`config.mk`:
```
export PLATFORM = sky130hd
export DESIGN_NAME = sysarr_ctrl
export DESIGN_NICKNAME = d
export VERILOG_FILES = /design/src/rtl/sysarr_pkg.sv /design/src/rtl/sysarr_ctrl_skew.sv /design/src/rtl/sysarr_ctrl.sv
export SDC_FILE = /design/constraint.sdc
export NUM_CORES = 1
export LEC_CHECK = 0
export ABC_AREA = 1
export CAP_MARGIN = 25
export CORE_UTILIZATION = 40
export CTS_BUF_LIST = sky130_fd_sc_hd__clkbuf_4
export CTS_CLUSTER_DIAMETER = 30
export DETAILED_ROUTE_END_ITERATION = 16
export GPL_TIMING_DRIVEN = 0
export PLACE_DENSITY_LB_ADDON = 0.3
export SLEW_MARGIN = 20
export SYNTH_ARGS = -nofsm -noshare
export SYNTH_HDL_FRONTEND = slang
export SYNTH_SLANG_ARGS = --single-unit
```
`constraint.sdc`:
```
create_clock -name clock -period 2.3 [get_ports clock]
set_input_delay 0.46 -clock clock [delete_from_list [all_inputs] [get_ports clock]]
set_output_delay 0.46 -clock clock [all_outputs]
set_load 0.1 [all_outputs]
```
`src/rtl/sysarr_pkg.sv`:
```
// Shared constants and state type for the systolic-array controller.
// Defaults: 4x4 array, 8-bit buffer addresses.
// LAT is the skew fill plus drain depth between first injection and first result.
package sysarr_pkg;

  localparam int N      = 4;
  localparam int ADDR_W = 8;
  localparam int LAT    = 2 * N - 1;

  typedef enum logic [1:0] {
    S_IDLE  = 2'd0,
    S_WLOAD = 2'd1,
    S_FEED  = 2'd2,
    S_DONE  = 2'd3
  } state_t;

endpackage

```
`src/rtl/sysarr_ctrl_skew.sv`:
```
// Per-row injection window: row r is fed while r <= c < r + M.
// Purely combinational; the caller registers the result.
// No flow control of its own; stall gating happens in the controller.
module sysarr_skew #(
  parameter int N  = sysarr_pkg::N,
  parameter int CW = sysarr_pkg::ADDR_W + 1
) (
  input  logic [CW-1:0] c_i,
  input  logic [CW-1:0] m_i,
  output logic [N-1:0]  row_en_o
);

  localparam int EW = CW + 1;

  logic [EW-1:0] c_ext;
  logic [EW-1:0] m_ext;

  assign c_ext = {1'b0, c_i};
  assign m_ext = {1'b0, m_i};

  // One window compare per row; extra bit keeps r + M from wrapping.
  always_comb begin
    row_en_o = '0;
    for (int r = 0; r < N; r++) begin
      row_en_o[r] = (c_ext >= EW'(r)) && (c_ext < (EW'(r) + m_ext));
    end
  end

endmodule

```
`src/rtl/sysarr_ctrl.sv`:
```
// Systolic-array job sequencer: weight load, skewed input feed, result drain.
// All outputs registered, one cycle behind the state/counters that produce them.
// stall freezes state and counters in WLOAD/FEED and zeroes the strobes.
module sysarr_ctrl
  import sysarr_pkg::*;
#(
  parameter int N      = sysarr_pkg::N,
  parameter int ADDR_W = sysarr_pkg::ADDR_W
) (
  input  logic              clock,
  input  logic              reset,
  input  logic              start,
  input  logic [ADDR_W-1:0] num_rows,
  input  logic              stall,
  output logic              busy,
  output logic              done,
  output logic              wwrite,
  output logic [ADDR_W-1:0] w_addr,
  output logic              active,
  output logic [ADDR_W-1:0] in_addr,
  output logic [N-1:0]      in_row_en,
  output logic              out_valid,
  output logic [ADDR_W-1:0] out_addr
);

  // Counters carry one spare bit so LAT + M - 1 never wraps at maximum M.
  localparam int          CW     = ADDR_W + 1;
  localparam int          LAT_L  = 2 * N - 1;
  localparam logic [CW-1:0] LAT_C  = CW'(LAT_L);
  localparam logic [CW-1:0] W_LAST = CW'(N - 1);

  state_t            state_q;
  logic [CW-1:0]     w_q;
  logic [CW-1:0]     c_q;
  logic [ADDR_W-1:0] m_q;

  logic              busy_q;
  logic              done_q;
  logic              wwrite_q;
  logic [ADDR_W-1:0] w_addr_q;
  logic              active_q;
  logic [ADDR_W-1:0] in_addr_q;
  logic [N-1:0]      row_en_q;
  logic              out_valid_q;
  logic [ADDR_W-1:0] out_addr_q;

  logic [CW-1:0]     m_ext;
  logic [CW-1:0]     c_last;
  logic [N-1:0]      skew_en;

  assign m_ext  = {1'b0, m_q};
  assign c_last = LAT_C + m_ext - CW'(1);

  sysarr_skew #(
    .N  (N),
    .CW (CW)
  ) u_skew (
    .c_i      (c_q),
    .m_i      (m_ext),
    .row_en_o (skew_en)
  );

  // Job FSM, counters and registered outputs; strobes default low every cycle.
  always_ff @(posedge clock) begin
    if (reset) begin
      state_q     <= S_IDLE;
      w_q         <= '0;
      c_q         <= '0;
      m_q         <= '0;
      busy_q      <= 1'b0;
      done_q      <= 1'b0;
      wwrite_q    <= 1'b0;
      w_addr_q    <= '0;
      active_q    <= 1'b0;
      in_addr_q   <= '0;
      row_en_q    <= '0;
      out_valid_q <= 1'b0;
      out_addr_q  <= '0;
    end else begin
      busy_q      <= (state_q != S_IDLE);
      done_q      <= 1'b0;
      wwrite_q    <= 1'b0;
      active_q    <= 1'b0;
      row_en_q    <= '0;
      out_valid_q <= 1'b0;
      case (state_q)
        S_IDLE: begin
          if (start) begin
            m_q     <= num_rows;
            w_q     <= '0;
            c_q     <= '0;
            state_q <= S_WLOAD;
          end
        end
        S_WLOAD: begin
          if (!stall) begin
            wwrite_q <= 1'b1;
            w_addr_q <= w_q[ADDR_W-1:0];
            if (w_q == W_LAST) begin
              w_q     <= '0;
              c_q     <= '0;
              state_q <= (m_q == '0) ? S_DONE : S_FEED;
            end else begin
              w_q <= w_q + CW'(1);
            end
          end
        end
        S_FEED: begin
          if (!stall) begin
            active_q  <= 1'b1;
            in_addr_q <= (c_q < m_ext) ? c_q[ADDR_W-1:0] : (m_q - ADDR_W'(1));
            row_en_q  <= skew_en;
            if (c_q >= LAT_C) begin
              out_valid_q <= 1'b1;
              out_addr_q  <= c_q[ADDR_W-1:0] - ADDR_W'(LAT_L);
            end
            if (c_q == c_last) begin
              c_q     <= '0;
              state_q <= S_DONE;
            end else begin
              c_q <= c_q + CW'(1);
            end
          end
        end
        S_DONE: begin
          done_q  <= 1'b1;
          state_q <= S_IDLE;
        end
        default: state_q <= S_IDLE;
      endcase
    end
  end

  assign busy      = busy_q;
  assign done      = done_q;
  assign wwrite    = wwrite_q;
  assign w_addr    = w_addr_q;
  assign active    = active_q;
  assign in_addr   = in_addr_q;
  assign in_row_en = row_en_q;
  assign out_valid = out_valid_q;
  assign out_addr  = out_addr_q;

endmodule

```
==> metrics <==
synth warn 0; DR pass1 iterations 7; power density over the cells 875 nW/um^2; Via density 5.23; Final ANT Viol Nets 0; core region area 9860 sq um; DP Area 4710 sq um; synthesized area 4100 sq um; critical path's top delay family compound AO/OA/AOI/OAI gates; CP Class reg2reg; Worst Path Buf+Inv 1; DRC viols 0; syn_nets 640; first-pass GRT wire length 18.7 mm; Syn Inst Count 581; clk slew on worst S/H paths 0.11 ns; total track usage 23.0%; Worst Hold Class reg2reg; clock latency on the worst-skew pair 0.42 ns; CTS sink cnt 61; maximum clock insertion buffer count 2; most frequent cells in the layout nand2_1, nor2_1, a21oi_1, dfxtp_1, inv_1; die width 103 um; ys async rst share 0%; Total Wirelength 11.5 mm; Final Hold Vio Count 0; setup TNS 0 ns; number of synthesized flops with an enable pin 0; Yosys cell types 37; Seq/Total Area, Yosys 29.8%; ratio of cells with drive above 1 in the final layout 12.1%; vias 4,073; Root Buffer clkbuf_4; CP Cell Sequence clkinvlp_4 > ha_2 > a21oi_2 > nor2_1 > nand2_1 > xor2_1 > ha_1 > a21o_1 > a21oi_2 > nand3_2 > a211oi_2; Critical-path top delay cell dfxtp_4; IR drop worst, VDD 0.000615 V; Post-Layout Cell Count 779; vias in the first global route 3,837; Avg Cell Area, Syn 7.06 sq um; nets 700; status finished clean; # placed instances 758; final setup violation count 0; DR iter-0 viols 171; Synth Flop Type dfxtp_1; final worst slack 0.0963 ns; row count 36; Slew headroom 35.3%; f_max 454 MHz; Num CTS Buffers 9; Port Buffers 44; CTS tree yes; dpl hpwl 8.73 mm; Max Cap Viol 0; fin crit period 2.20 ns; pre-CTS setup slack -0.266 ns; Initial Util 41.6%; Worst Skew 0.0183 ns; CP Data Arrival Time 2.53 ns; Die ar. 10,700 sq um; Synth-to-Final Area Change 20.7%; unrepaired setup endpoints after global routing true; fin. max-slew vios 0; CP startpoint kind flip-flop; worst-path fanout max 3; average wire per cell in the routed design 14.8 um; Worst Tran Pin Value 0.975 ns; post-route cell area 4950 sq um; commonest non-fill, non-tap cell in the layout nand2_1; register bit total from synthesis 61; CP Capture Type flip-flop; DIE HEIGHT 103 um; Leakage 2.36 nW; H-tree depth 3; CP peak stage delay 0.38 ns; initial antenna violation count 0; Filler Cell Count 1,022; fin crit share 95.8%; Congestion Overflow GR 0; Diodes inserted 0; Core Util, Final 50.2%; I/O pin count 45; Final Wtd Congestion 0.887; most used cell, CP a21oi_2; CP required 2.62 ns; largest net degree at the start of global routing 12
-- layer usage --
layer | vias up | routed length [um] | track usage (%)
li1 | 2047 | - | -
met1 | 1888 | 5310 | 29.9
met2 | 122 | 5480 | 38.9
met3 | 16 | 596 | 4.30
met4 | 0 | 140 | 6.72
met5 | - | 0 | 0
-- Yosys cell counts, types with 2 or more instances --
| master | number | area (sq um) |
|---|---|---|
| a21o_1 | 3 | 22.5 |
| a21oi_1 | 59 | 295 |
| a31oi_1 | 3 | 18.8 |
| and3_1 | 3 | 18.8 |
| buf_2 | 8 | 40.0 |
| buf_4 | 4 | 30.0 |
| buf_6 | 2 | 22.5 |
| clkbuf_1 | 7 | 26.3 |
| dfxtp_1 | 61 | 1220 |
| ha_1 | 47 | 588 |
| inv_1 | 51 | 191 |
| inv_2 | 6 | 22.5 |
| nand2_1 | 112 | 420 |
| nand2_2 | 4 | 25.0 |
| nand3_1 | 32 | 160 |
| nand3_2 | 3 | 30.0 |
| nand3b_1 | 2 | 15.0 |
| nand4_1 | 15 | 93.8 |
| nor2_1 | 64 | 240 |
| nor2_2 | 2 | 12.5 |
| nor2_4 | 2 | 22.5 |
| nor3_1 | 7 | 35.0 |
| o211ai_1 | 6 | 45.0 |
| o21a_1 | 2 | 15.0 |
| o21ai_0 | 42 | 210 |
| or2_2 | 3 | 18.8 |
| xnor2_1 | 4 | 35.0 |
| xor2_1 | 18 | 158 |
-- layout make-up --
cell class | count | area (sq um) | area share, %
clock buffer | 9 | 67.6 | 1.37
buffer | 22 | 133 | 2.68
tap | 133 | 166 | 3.36
timing repair buffer | 49 | 449 | 9.07
sequential | 61 | 1240 | 25.0
multi-input combinational | 439 | 2600 | 52.6
clock inverter | 7 | 66.3 | 1.34
inverter | 59 | 228 | 4.60
-- sequential cells by signal, indices dropped and copies added, names as in the netlist --
register,flops
in_addr,8
c_q,9
m_q,8
done,1
w_addr,8
busy,1
out_addr,8
w_q,9
wwrite,1
state_q,2
active,1
out_valid,1
in_row_en,4
-- tightest hold or removal path: stages, from the launching register on --
cell and delay (ns):
dfxtp_1 0.33, nand2_1 0.06, a21oi_1 0.05
-- cell families (layout without fill, tap and decap cells) --
| kind of cell | Yosys count | after routing | share of synthesized area [%] |
|---|---|---|---|
| and+or+nand+nor | 251 | 251 | 26.9 |
| AOI/OAI and AO/OA | 118 | 118 | 15.3 |
| buffers and inverters | 81 | 146 | 8.69 |
| DFF | 61 | 61 | 29.8 |
| adders and majority gates | 47 | 47 | 14.3 |
| xor gates and xnor gates | 22 | 22 | 4.70 |
| muxes | 1 | 1 | 0.244 |
-- metrics by stage --
stage | total power, mW | hold slack [ns]
floorplan | 2.98 | 0.457
global placement | 3.48 | 0.455
detailed placement | 3.51 | 0.455
CTS | 4.23 | 0.470
global route | 4.65 | 0.490
finish | 4.33 | 0.467
-- power by group --
group / internal (mW) / switching (mW)
Clock: 0.323 / 0.413
Sequential: 1.19 / 0.103
Combinational: 0.705 / 1.60
Total: 2.22 / 2.11
-- final timing paths --
path	startpoint	to	slack (ns)	cells past startpoint
setup / recovery	m_q[1]	in_row_en[3]	0.1	11
hold / removal	in_addr[4]	in_addr[4]	0.47	2
setup reg to reg	m_q[1]	in_row_en[3]	0.1	11
hold reg to reg	in_addr[4]	in_addr[4]	0.47	2
-- what timing repair did --
item / CTS / global route
endpoints found under the setup margin: 35 / 10
pin swaps: 0 / 7
hold buffers: 0 / 0
setup buffers: 1 / 4
resized for setup: 41 / 19
Power figures use the tool's default switching activity.
